`src/rtl/block_sequencer.sv`:
```
// Sequences enabled functional blocks one at a time with a one-hot control line.
// Supports single-pass or looping operation, a per-block watchdog and abort.
module block_sequencer #(
    parameter int N_BLOCKS = 7,
    parameter int SEL_W    = 3,
    parameter int TMO_W    = 8
) (
    input  logic                clk,
    input  logic                reset,
    input  logic                start,
    input  logic                abort,
    input  logic                loop,
    input  logic [N_BLOCKS-1:0] blocks,
    input  logic [SEL_W-1:0]    selector,
    input  logic [N_BLOCKS-1:0] block_done,
    input  logic [TMO_W-1:0]    timeout_max,
    output logic [N_BLOCKS-1:0] control,
    output logic [SEL_W-1:0]    active_idx,
    output logic                busy,
    output logic                done,
    output logic                error
);

    typedef enum logic [2:0] {
        S_IDLE,
        S_SCAN,
        S_RUN,
        S_DONE,
        S_ERROR
    } state_t;

    localparam logic [SEL_W:0]   N_LIM = (SEL_W+1)'(N_BLOCKS);
    localparam logic [SEL_W-1:0] LAST  = SEL_W'(N_BLOCKS - 1);

    state_t              state;
    state_t              state_n;
    logic [N_BLOCKS-1:0] pending;
    logic [N_BLOCKS-1:0] pending_n;
    logic [SEL_W-1:0]    ptr;
    logic [SEL_W-1:0]    ptr_n;
    logic [SEL_W-1:0]    idx_q;
    logic [SEL_W-1:0]    idx_n;
    logic [TMO_W-1:0]    timer;
    logic [TMO_W-1:0]    timer_n;

    logic [N_BLOCKS-1:0] onehot;
    logic [SEL_W-1:0]    lo_idx;
    logic [SEL_W-1:0]    hi_idx;
    logic                hi_found;
    logic [SEL_W-1:0]    next_idx;
    logic                hit;
    logic                tmo_hit;
    logic                sel_bad;

    assign onehot  = N_BLOCKS'(1) << idx_q;
    assign hit     = |(block_done & onehot);
    assign tmo_hit = (timeout_max != '0) &&
                     (timer == timeout_max - TMO_W'(1));
    assign sel_bad = {1'b0, selector} >= N_LIM;

    // Wrapping search: lowest pending bit at or above ptr, else lowest overall.
    always_comb begin
        lo_idx   = '0;
        hi_idx   = '0;
        hi_found = 1'b0;
        for (int i = N_BLOCKS - 1; i >= 0; i--) begin
            if (pending[i]) begin
                lo_idx = SEL_W'(i);
                if (SEL_W'(i) >= ptr) begin
                    hi_idx   = SEL_W'(i);
                    hi_found = 1'b1;
                end
            end
        end
        next_idx = hi_found ? hi_idx : lo_idx;
    end

    always_comb begin
        state_n   = state;
        pending_n = pending;
        ptr_n     = ptr;
        idx_n     = idx_q;
        timer_n   = timer;
        unique case (state)
            S_IDLE: begin
                if (start) begin
                    if (sel_bad) begin
                        idx_n   = selector;
                        state_n = S_ERROR;
                    end else begin
                        pending_n = blocks;
                        ptr_n     = selector;
                        state_n   = S_SCAN;
                    end
                end
            end
            S_SCAN: begin
                if (pending != '0) begin
                    idx_n   = next_idx;
                    timer_n = '0;
                    state_n = S_RUN;
                end else if (loop) begin
                    pending_n = blocks;
                    ptr_n     = '0;
                end else begin
                    state_n = S_DONE;
                end
            end
            S_RUN: begin
                if (hit) begin
                    pending_n = pending & ~onehot;
                    ptr_n     = (idx_q == LAST) ? '0
                                                : idx_q + SEL_W'(1);
                    state_n   = S_SCAN;
                end else if (tmo_hit) begin
                    state_n = S_ERROR;
                end else if (timer != '1) begin
                    timer_n = timer + TMO_W'(1);
                end
            end
            S_DONE: begin
                state_n = S_IDLE;
            end
            S_ERROR: begin
                state_n = S_ERROR;
            end
            default: begin
                state_n = S_IDLE;
            end
        endcase
        // Abort overrides every transition except the idle hold.
        if (abort && state != S_IDLE) begin
            state_n   = S_IDLE;
            pending_n = '0;
        end
    end

    always_ff @(posedge clk or posedge reset) begin
        if (reset) begin
            state   <= S_IDLE;
            pending <= '0;
            ptr     <= '0;
            idx_q   <= '0;
            timer   <= '0;
        end else begin
            state   <= state_n;
            pending <= pending_n;
            ptr     <= ptr_n;
            idx_q   <= idx_n;
            timer   <= timer_n;
        end
    end

    assign control    = (state == S_RUN) ? onehot : '0;
    assign active_idx = idx_q;
    assign busy       = (state == S_SCAN) || (state == S_RUN);
    assign done       = (state == S_DONE);
    assign error      = (state == S_ERROR);

endmodule

```
`config.mk`:
```
export PLATFORM = sky130hd
export DESIGN_NAME = block_sequencer
export DESIGN_NICKNAME = d
export VERILOG_FILES = /design/src/rtl/block_sequencer.sv
export SDC_FILE = /design/constraint.sdc
export NUM_CORES = 1
export LEC_CHECK = 0
export CORE_MARGIN = 10
export CORE_UTILIZATION = 43
export CTS_CLUSTER_SIZE = 16
export DETAILED_ROUTE_END_ITERATION = 16
export GPL_ROUTABILITY_DRIVEN = 0
export GPL_TIMING_DRIVEN = 1
export PLACE_DENSITY = 0.77
export SKIP_LAST_GASP = 1
export SYNTH_ARGS = -nofsm -noshare
export SYNTH_HDL_FRONTEND = slang
export SYNTH_SLANG_ARGS = --single-unit
```
`constraint.sdc`:
```
create_clock -name clk -period 2.4 [get_ports clk]
set_input_delay 0.24 -clock clk [delete_from_list [all_inputs] [get_ports clk]]
set_output_delay 0.24 -clock clk [all_outputs]
set_load 0.1 [all_outputs]
```
# Word-level counts from Yosys, hierarchy flattened
# Cells that the tools add are included.
# word_totals
ff_bits,24
romBits,0
out_inout_bits,13
mem_count,0
elab_cells,129
latch_bits,0
ramBits,0
# classes
n_eq_ne,24
n_mux,68
magnitude_cmp,8
div,0
n_reduce_logical,17
shifts,1
n_mul,0
bitwise,3
n_addsub,3
# op_table
cell,n
3-bit two-way mux,38
7-bit two-way mux,7
8-bit two-way mux,4
7-bit case mux with 3 select lines,1
2-bit != test (second input constant),10
8-bit case mux with 2 select lines,1
3-bit != test (second input constant),5
7-bit bitwise AND,2
1-bit two-way mux,14
3-bit case mux with 4 select lines,1
6-bit AND reduction,2
3-bit greater-or-equal comparator (first input constant),3
3-bit case mux with 3 select lines,1
8-bit by 1-bit adder with 8-bit output (second input constant),1
8-bit == test,1
4-bit != test (second input constant),2
8-bit != test (second input constant),1
8-bit nonzero test,1
8-bit by 1-bit subtractor with 8-bit output (second input constant),1
7-bit NOT,1
7-bit nonzero test,1
7-bit OR reduction,1
1-bit by 3-bit left shift with 7-bit output (first input constant),1
3-bit by 2-bit == test with 1-bit output (second input constant),2
16 further kinds,22

# Logic depth before layout (Yosys ltp)
# Gate-level depths: netlist of run 1.
# logic_depth
ltp_word,18
ltp_mapped,10
depth_no_buf,9

# Least setup slack after synthesis of run 1
# Ideal clock, no wire load.
# synth_timing
kind,reg2reg
from,reg idx_q[0] (netlist: active_idx[0])
to,reg pending[0]
t_required_ns,2.278
stages_incl_launch_ff,6
period_less_slack_ns,4.480
slack_ns,-2.080
t_arrival_ns,4.358
setup_time_ns,0.122
path_cell_list,dfrtp_1 clkbuf_2 nor4_1 nor3_1 o21ai_0 nand2_1
# synth_between
elab_chain_len,6
elab_cells_between_ends,10
classes_between,eq/ne: 1; shift: 1; mux: 3; bitwise: 3; reduce/logical: 2
# synth_lines
element,line,rtl
from (decl),41,logic [SEL_W-1:0] idx_q;
from (signal assigned),149,idx_q <= idx_n;
1-bit by 3-bit left shift with 7-bit output (*),55,assign onehot = N_BLOCKS'(1) << idx_q;
branches (longest 5 deep; another with 7-bit bitwise AND),--,
to (signal assigned),147,pending <= pending_n;
to (decl),37,logic [N_BLOCKS-1:0] pending;
# Mark *: on every way between the ends. The select of a mux whose other input is x is not followed.
# A chain may end at the register's enable or synchronous reset.

# Worst setup path after layout of run 1
# layout_timing
from,reg idx_q[1] (netlist: active_idx[1])
to,reg ptr[1]
# layout_between
elab_chain_len,5
elab_cells_between_ends,10
classes_between,add/sub: 1; eq/ne: 2; shift: 1; mux: 3; bitwise: 1; reduce/logical: 2
# layout_lines
element,line,rtl
branches (longest 5 deep; another with 3-bit by 1-bit adder with 3-bit output),--,
to (signal assigned),148,ptr <= ptr_n;
to (decl),39,logic [SEL_W-1:0] ptr;
# Parallel ways; which one is timed is not known. The select of a mux whose other input is x is not followed.

==> summary.md, run 1 <==
| Metric | Value |
|---|---|
| Most used flip-flop cell after synthesis | `sky130_fd_sc_hd__dfrtp_1` |
| Crit path arrival time | `2.51 ns` |
| Number of levels in the clock H-tree | `1` |
| Sort of element at the start of the critical path | `flop` |
| Number of nets in the finished design | `363` |
| Count of different cell masters after synthesis | `57` |
| Number of cells on the worst reg-to-reg path | `10` |
| Die Y | `88.9 um` |
| Die area | `7900 um^2` |
| Final hold violation count | `0` |
| Number of detailed-routing iterations run before antenna repair | `5` |
| Number of CTS-inserted buffers | `3` |
| Layout cells sized above 1 | `24.6%` |
| DRC errors left | `0` |
| Leak pwr | `1.26 nW` |
| Clock tree skew after final layout | `0.00202 ns` |
| Top routing layer in use | `met4` |
| FFs w/ async S/R, synth | `100%` |
| Post-Syn Instances | `265` |
| Relative slew margins | `64.2%` |
| CTS Hold Bufs | `0` |
| DRT iter0 DRCs | `205` |
| Top achievable clock speed | `428 MHz` |
| Number of synthesized register bits | `24` |
| Count of antenna-violating nets left after detailed routing | `0` |
| Most common cell in the synthesized netlist | `sky130_fd_sc_hd__nand2_1` |
| Routed length per placed instance | `16.8 um` |
| Metal1 wirelength | `2.75 mm` |
| Count of buffers from port buffering | `42` |
| Cell at the slowest stage of the critical path | `sky130_fd_sc_hd__dfrtp_4` |
| Estimated wirelength of the detail-placed design | `4.87 mm` |
| Pin count of the biggest net entering global routing | `15` |
| Deepest clock path buffer count | `2` |
| Global route total overflow | `0` |
| Count of warnings emitted by yosys | `0` |
| Number of I/O pins | `43` |
| TritonCTS clock tree | `built` |
| Cell Pwr Density | `1140 nW/um^2` |
| Syn_area_per_cell | `7.70 um^2` |
| Number of global-route vias before repair | `2193` |
| Ratio of final minimum period to clock period | `97.4%` |
| Detail-routed via count per cell | `5.91` |
| Sequential share of the synthesized area | `29.4%` |
| Peak supply drop | `0.000950 V` |
| Number of antenna violations at the first check in global routing | `0` |
| Top cell family by delay on the critical path | `flip-flops` |
| Setup-violating endpoint count in the final report | `0` |
| Post-CTS clock slew at the launch and capture registers of the worst setup and hold paths | `0.09 ns` |
| Mapped cell area | `2040 um^2` |
| Time the worst path needs with I/O delays and setup | `2.34 ns` |
| Layout Area Growth over Synthesis | `45.9%` |
| Fin. max-slew vios | `0` |
| Hold crit path type | `in -> async` |
| Required time of the critical path | `2.57 ns` |
| Commonest cells in the synthesized netlist | `29 x sky130_fd_sc_hd__nand2_1, 26 x sky130_fd_sc_hd__o21ai_0, 24 x sky130_fd_sc_hd__dfrtp_1` |
| Outcome | `finished clean` |
| Area leader, netlist | `sky130_fd_sc_hd__dfrtp_1` |
| Critical path start-end classification | `reg -> reg` |
| Net count of the mapped netlist | `298` |
| Final hold slack | `0.234 ns` |
| Reported max-cap violation count | `0` |
| # fillers | `362` |
| Post-route setup TNS | `0 ns` |
| Post-place instance area | `2810 um^2` |
| Final routed wirelength across all metal layers | `6.41 mm` |
| Antenna fix cells | `0` |
| Combined flip-flop and latch cell area | `612 um^2` |
| Cells taking the most area after synthesis | `sky130_fd_sc_hd__dfrtp_1 29%, sky130_fd_sc_hd__o21ai_0 6.4%, sky130_fd_sc_hd__a21oi_1 5.6%` |
| Die Wd | `88.9 um` |
| Starting utilization of the core area | `45.6%` |
| Global-route wire length before repair | `10.4 mm` |
| Met3 wirelength from detailed routing | `467 um` |
| Final design utilization | `66.5%` |
| Multi-input logic area | `1470 um^2` |
| Total length of routed met2 wires | `3.12 mm` |
| CP Cell Sequence | `buf_4 -> nand2b_1 -> nor2_2 -> a2111oi_4 -> buf_6 -> buf_4 -> a21boi_2 -> nand2b_1 -> a21oi_2 -> mux2_2` |
| Buf+Inv Stages, Crit Path | `3` |
| Unrepaired setup endpoints after global routing | `true` |
| Depth of the critical timing path with buffers and inverters included | `10` |
| Transition at the pin with the smallest max-transition slack | `0.530 ns` |
| Biggest cell delay along the critical path | `0.53 ns` |
| Final standard cell count with taps included and fillers excluded | `381` |
| Insertion delay to the later sink of the worst-skew pair | `0.28 ns` |
| Routed vias | `2250` |
| CTS sink cnt | `24` |
| Root Buffer Master | `sky130_fd_sc_hd__clkbuf_8` |
| Area of the placeable core | `4470 um^2` |
| Setup crit end kind | `flop` |
| Post-synth EDFFs | `0` |
| Row cnt | `24` |
| Area of all placed cells without fillers | `2980 um^2` |
| Tot GR Track Use | `16.5%` |
| Crit-path max FO | `6` |
| Cells after DPL | `375` |
| Area share of the largest cell type after synthesis | `29.4%` |
==> metrics by stage <==
step | setup WS [ns] | power [mW]
final | 0.0623 | 3.38
after global routing | -0.0310 | 3.59
after CTS | -0.00166 | 3.32
after detailed placement | -0.422 | 2.93
after global placement | -0.274 | 2.90
after floorplan | -0.0816 | 2.26
==> sequential cells by signal, summed over array words and instances (netlist names) <==
register    flops
pending         7
ptr             3
timer           8
state           3
active_idx      3
==> power by group <==
| group | internal, mW | switching, mW | leakage [nW] |
|---|---|---|---|
| Sequential | 0.551 | 0.196 | 0.306 |
| Clock | 0.147 | 0.147 | 0.0288 |
| Combinational | 0.914 | 1.43 | 0.930 |
==> routing by layer <==
layer	global-route usage, %	vias to the layer above
met3	5.06	9
li1	-	1103
met1	19.9	1051
met2	27.7	87
met4	4.55	0
met5	0	-
==> cell usage in the layout (no fill, tap or decap), types with 4 or more instances in the layout <==
cell and instances:
sky130_fd_sc_hd__buf_4 34, sky130_fd_sc_hd__clkdlybuf4s50_1 26, sky130_fd_sc_hd__and2_1 4, sky130_fd_sc_hd__o21ai_0 25, sky130_fd_sc_hd__and3_1 5, sky130_fd_sc_hd__mux2_2 4, sky130_fd_sc_hd__buf_12 8, sky130_fd_sc_hd__clkbuf_8 4
sky130_fd_sc_hd__xor2_1 4, sky130_fd_sc_hd__a211oi_1 6, sky130_fd_sc_hd__a21oi_1 22, sky130_fd_sc_hd__dfrtp_1 21, sky130_fd_sc_hd__or3_1 6, sky130_fd_sc_hd__nand2b_1 5, sky130_fd_sc_hd__nor3_1 11, sky130_fd_sc_hd__nand2_1 29
sky130_fd_sc_hd__nand3_1 10, sky130_fd_sc_hd__xnor2_1 4, sky130_fd_sc_hd__nor2_1 17, sky130_fd_sc_hd__inv_1 10
==> logic make-up after synthesis <==
logic type | synth area share, %
AOI/OAI and AO/OA | 25.2
xor gates and xnor gates | 3.44
adders and majority gates | 2.33
buffers and inverters | 5.15
DFF | 29.4
muxes | 3.68
and+or+nand+nor | 30.7
==> layout make-up <==
| type | instances | area share (%) |
|---|---|---|
| multi-input combinational | 217 | 49.5 |
| tap | 52 | 2.19 |
| timing repair buffer | 72 | 24.3 |
| clock buffer | 4 | 1.85 |
| sequential | 24 | 20.6 |
| inverter | 12 | 1.51 |
==> path summary, 6_finish.rpt <==
kind / from / end / slack, ns
setup / recovery: active_idx[1]$_DFFE_PP0P_ / ptr[1]$_DFFE_PP0P_ / 0.06
setup reg to reg: active_idx[1]$_DFFE_PP0P_ / ptr[1]$_DFFE_PP0P_ / 0.06
hold reg to reg: timer[0]$_DFFE_PP0P_ / timer[0]$_DFFE_PP0P_ / 0.60
max in group asynchronous: reset / active_idx[2]$_DFFE_PP0P_ / 1.66
min in group clk: blocks[4] / pending[4]$_DFFE_PP0P_ / 0.48
hold / removal: reset / timer[5]$_DFFE_PP0P_ / 0.23
==> what timing repair did <==
item | 4_1_cts | 5_1_grt
endpoints found under the setup margin | 6 | 15
gates cloned | 1 | 0
resized for setup | 7 | 14
buffers inserted | 1 | 0
pin swaps | 6 | 9
Power figures use the tool's default switching activity.
==> inputs of run 2 (changes only) <==
CORE_UTILIZATION = 39   (was 43)
PLACE_DENSITY = 0.72   (was 0.77)
TNS_END_PERCENT = 1   (was default)
clock period = 2.5 ns   (was 2.4 ns; I/O delays follow)
==> run 2 against run 1 <==
  * Sequential power decreased by 8.4%
  * Highest routed layer unchanged
  * Combinational power decreased by 9.0%
  * Design area decreased by 2.9%
  * Largest power group unchanged
  * Register-to-register slack improved by 0.05 ns
  * Sequential share of layout area increased by 0.22 points
  * Largest cell class unchanged
  * Critical endpoint is now timer[5]$_DFFE_PP0P_
  * Non-clock buffer count shrank 4
  * Clock skew is 0.0039 ns higher
==> summary.md, run 2 (synthesis results as in run 1) <==
| Metric | Value |
|---|---|
| Outcome | `finished clean` |
| Die Wd | `92.3 um (+3.9%)` |
| Global-route wire length before repair | `10.4 mm (-0.39%)` |
| Row cnt | `26 (+8.3%)` |
| Relative slew margins | `57.5% (-6.7 points)` |
| Critical path start-end classification | `in -> reg` |
| Routed vias | `2206 (-2.0%)` |
| Final routed wirelength across all metal layers | `6.19 mm (-3.5%)` |
| Share of power burned in the clock network | `8.8% (about the same)` |
| Crit-path max FO | `7 (+1)` |
| Crit path arrival time | `2.64 ns (+0.13 ns)` |
| Final hold violation count | `0 (unchanged)` |
| CTS sink cnt | `24 (unchanged)` |
| Setup-violating endpoint count in the final report | `0 (unchanged)` |
| Peak supply drop | `0.00124 V (+31%)` |
| Cells after DPL | `389 (+3.7%)` |
| Top achievable clock speed | `410 MHz` |
| TritonCTS clock tree | `built` |
| Number of global-route vias before repair | `2123 (-3.2%)` |
| Number of I/O pins | `43 (unchanged)` |
| Die Y | `92.3 um (+3.9%)` |
| Area of the placeable core | `5070 um^2 (+13%)` |
| Clock tree skew after final layout | `0.00591 ns (+0.00389 ns)` |
| Count of antenna-violating nets left after detailed routing | `0 (unchanged)` |
| Cell Int Power | `1.47 mW (-9.0%)` |
| Flip-flop count of the largest register, all copies and words added | `8 (unchanged)` |
| Count of buffers from port buffering | `42 (unchanged)` |
| Die area | `8520 um^2 (+7.9%)` |
| Number of CTS-inserted buffers | `3 (unchanged)` |
| Unrepaired setup endpoints after global routing | `true` |
| Root Buffer Master | `sky130_fd_sc_hd__clkbuf_8` |
| Final design utilization | `57.0% (-9.5 points)` |
| Insertion delay to the later sink of the worst-skew pair | `0.27 ns (about the same)` |
| Post-route setup TNS | `0 ns (unchanged)` |
| Global route total overflow | `0 (unchanged)` |
| Layout Area Growth over Synthesis | `41.7%` |
| Number of levels in the clock H-tree | `1 (unchanged)` |
| Register share of total power | `22.2% (about the same)` |
| Tot GR Track Use | `14.4% (-2.1 points)` |
| Routed length per placed instance | `15.7 um (-6.9%)` |
| Starting utilization of the core area | `40.2% (-5.4 points)` |
| DRT iter0 DRCs | `143 (-30%)` |
| Hold crit path type | `in -> async` |
| Share of total power consumed by net switching | `52.5% (+0.14 points)` |
| NetSw | `1.62 mW (-8.5%)` |
| Final hold slack | `0.325 ns (+0.0908 ns)` |
| Estimated wirelength of the detail-placed design | `4.75 mm (-2.4%)` |
| Biggest register | `timer` |
| DRC errors left | `0 (unchanged)` |
| Final standard cell count with taps included and fillers excluded | `395 (+3.7%)` |
| Detail-routed via count per cell | `5.58 (-5.4%)` |
| Largest registers in the final layout | `timer: 8 flops, pending: 7 flops` |
| Setup crit end kind | `flop` |
| Post-place instance area | `2760 um^2 (-1.8%)` |
| Ratio of final minimum period to clock period | `97.6%` |
| Post-CTS clock slew at the launch and capture registers of the worst setup and hold paths | `0.09 ns (about the same)` |
| Antenna fix cells | `0 (unchanged)` |
| Pin count of the biggest net entering global routing | `25 (+10)` |
| Layout cells sized above 1 | `21.8% (-2.8 points)` |
| Area of all placed cells without fillers | `2890 um^2 (-2.9%)` |
| Cell Pwr Density | `1070 nW/um^2 (-6.1%)` |
| Deepest clock path buffer count | `2 (unchanged)` |
| Number of nets in the finished design | `359 (-1.1%)` |
| Leak pwr | `1.19 nW (-5.7%)` |
| Time the worst path needs with I/O delays and setup | `2.44 ns` |
| Required time of the critical path | `2.70 ns (+0.13 ns)` |
| Fin. max-slew vios | `0 (unchanged)` |
| Sort of element at the start of the critical path | `primary input` |
| Number of antenna violations at the first check in global routing | `0 (unchanged)` |
| Gate power share | `69.0% (-0.2 points)` |
| Reported max-cap violation count | `0 (unchanged)` |
| Top library cells by usage in the layout, fill and taps aside | `32 x sky130_fd_sc_hd__buf_4, 29 x sky130_fd_sc_hd__nand2_1, 29 x sky130_fd_sc_hd__clkdlybuf4s50_1` |
| Commonest non-fill, non-tap cell in the layout | `sky130_fd_sc_hd__buf_4` |
| Number of detailed-routing iterations run before antenna repair | `5 (unchanged)` |
| Transition at the pin with the smallest max-transition slack | `0.633 ns (+0.103 ns)` |
## run 2: what timing repair did
item	CTS	global route
resized for setup	2	9
gates cloned	1	0
endpoints found under the hold margin	0	0
setup buffers	0	1
setup endpoints to repair	4	18
pin swaps	2	3
hold buffers	0	0
## run 2: power groups by stage
| stage | logic, mW | registers, mW | clock network (mW) |
|---|---|---|---|
| CTS | 2.10 | 0.681 | 0.279 |
| floorplan | 1.37 | 0.762 | 0 |
| global placement | 2.02 | 0.685 | 0 |
| detailed placement | 2.05 | 0.688 | 0 |
| global route | 2.33 | 0.710 | 0.290 |
| finish | 2.13 | 0.684 | 0.272 |
## run 2: stage by stage
stage	setup slack (ns)	power, mW
CTS	0.00513	3.06
finish	0.0596	3.09
detailed placement	-0.317	2.74
global placement	-0.205	2.71
floorplan	-0.534	2.13
global route	-0.0802	3.33
## run 2: path summary, 6_finish.rpt
kind / from / to / slack (ns) / depth (start not counted)
max: timeout_max[0] / timer[5]$_DFFE_PP0P_ / 0.06 / 10
min: reset / pending[4]$_DFFE_PP0P_ / 0.32 / 3
max reg2reg: active_idx[2]$_DFFE_PP0P_ / timer[5]$_DFFE_PP0P_ / 0.11 / 6
min reg2reg: timer[0]$_DFFE_PP0P_ / timer[0]$_DFFE_PP0P_ / 0.60 / 1
max in group asynchronous: reset / state[0]$_DFFE_PP0P_ / 1.93 / 3
min in group clk: blocks[0] / pending[0]$_DFFE_PP0P_ / 0.50 / 3
## run 2: area by class of cell
class,count,area (um^2)
sequential,24,601
inverter,12,45.0
clock buffer,4,55.1
timing repair buffer,68,671
multi-input combinational,217,1430
tap,70,87.6
fill,470,2180
## run 2: routing by layer
metal	share of wire [%]	GRT usage, %	vias to the layer above
li1	-	-	1096
met1	47	19.5	1023
met2	46	22.5	82
met3	6.5	3.31	5
met4	0.81	3.34	0
met5	0	0	-
## run 2: critical path, stage by stage
cell and delay, ns:
sky130_fd_sc_hd__clkdlybuf4s50_1 0.49, sky130_fd_sc_hd__inv_1 0.05, sky130_fd_sc_hd__ha_2 0.20, sky130_fd_sc_hd__nor3b_4 0.17, sky130_fd_sc_hd__and4b_1 0.20, sky130_fd_sc_hd__nor4_2 0.29, sky130_fd_sc_hd__or4_4 0.20, sky130_fd_sc_hd__o211ai_4 0.12
sky130_fd_sc_hd__or4_4 0.52, sky130_fd_sc_hd__a21oi_2 0.14
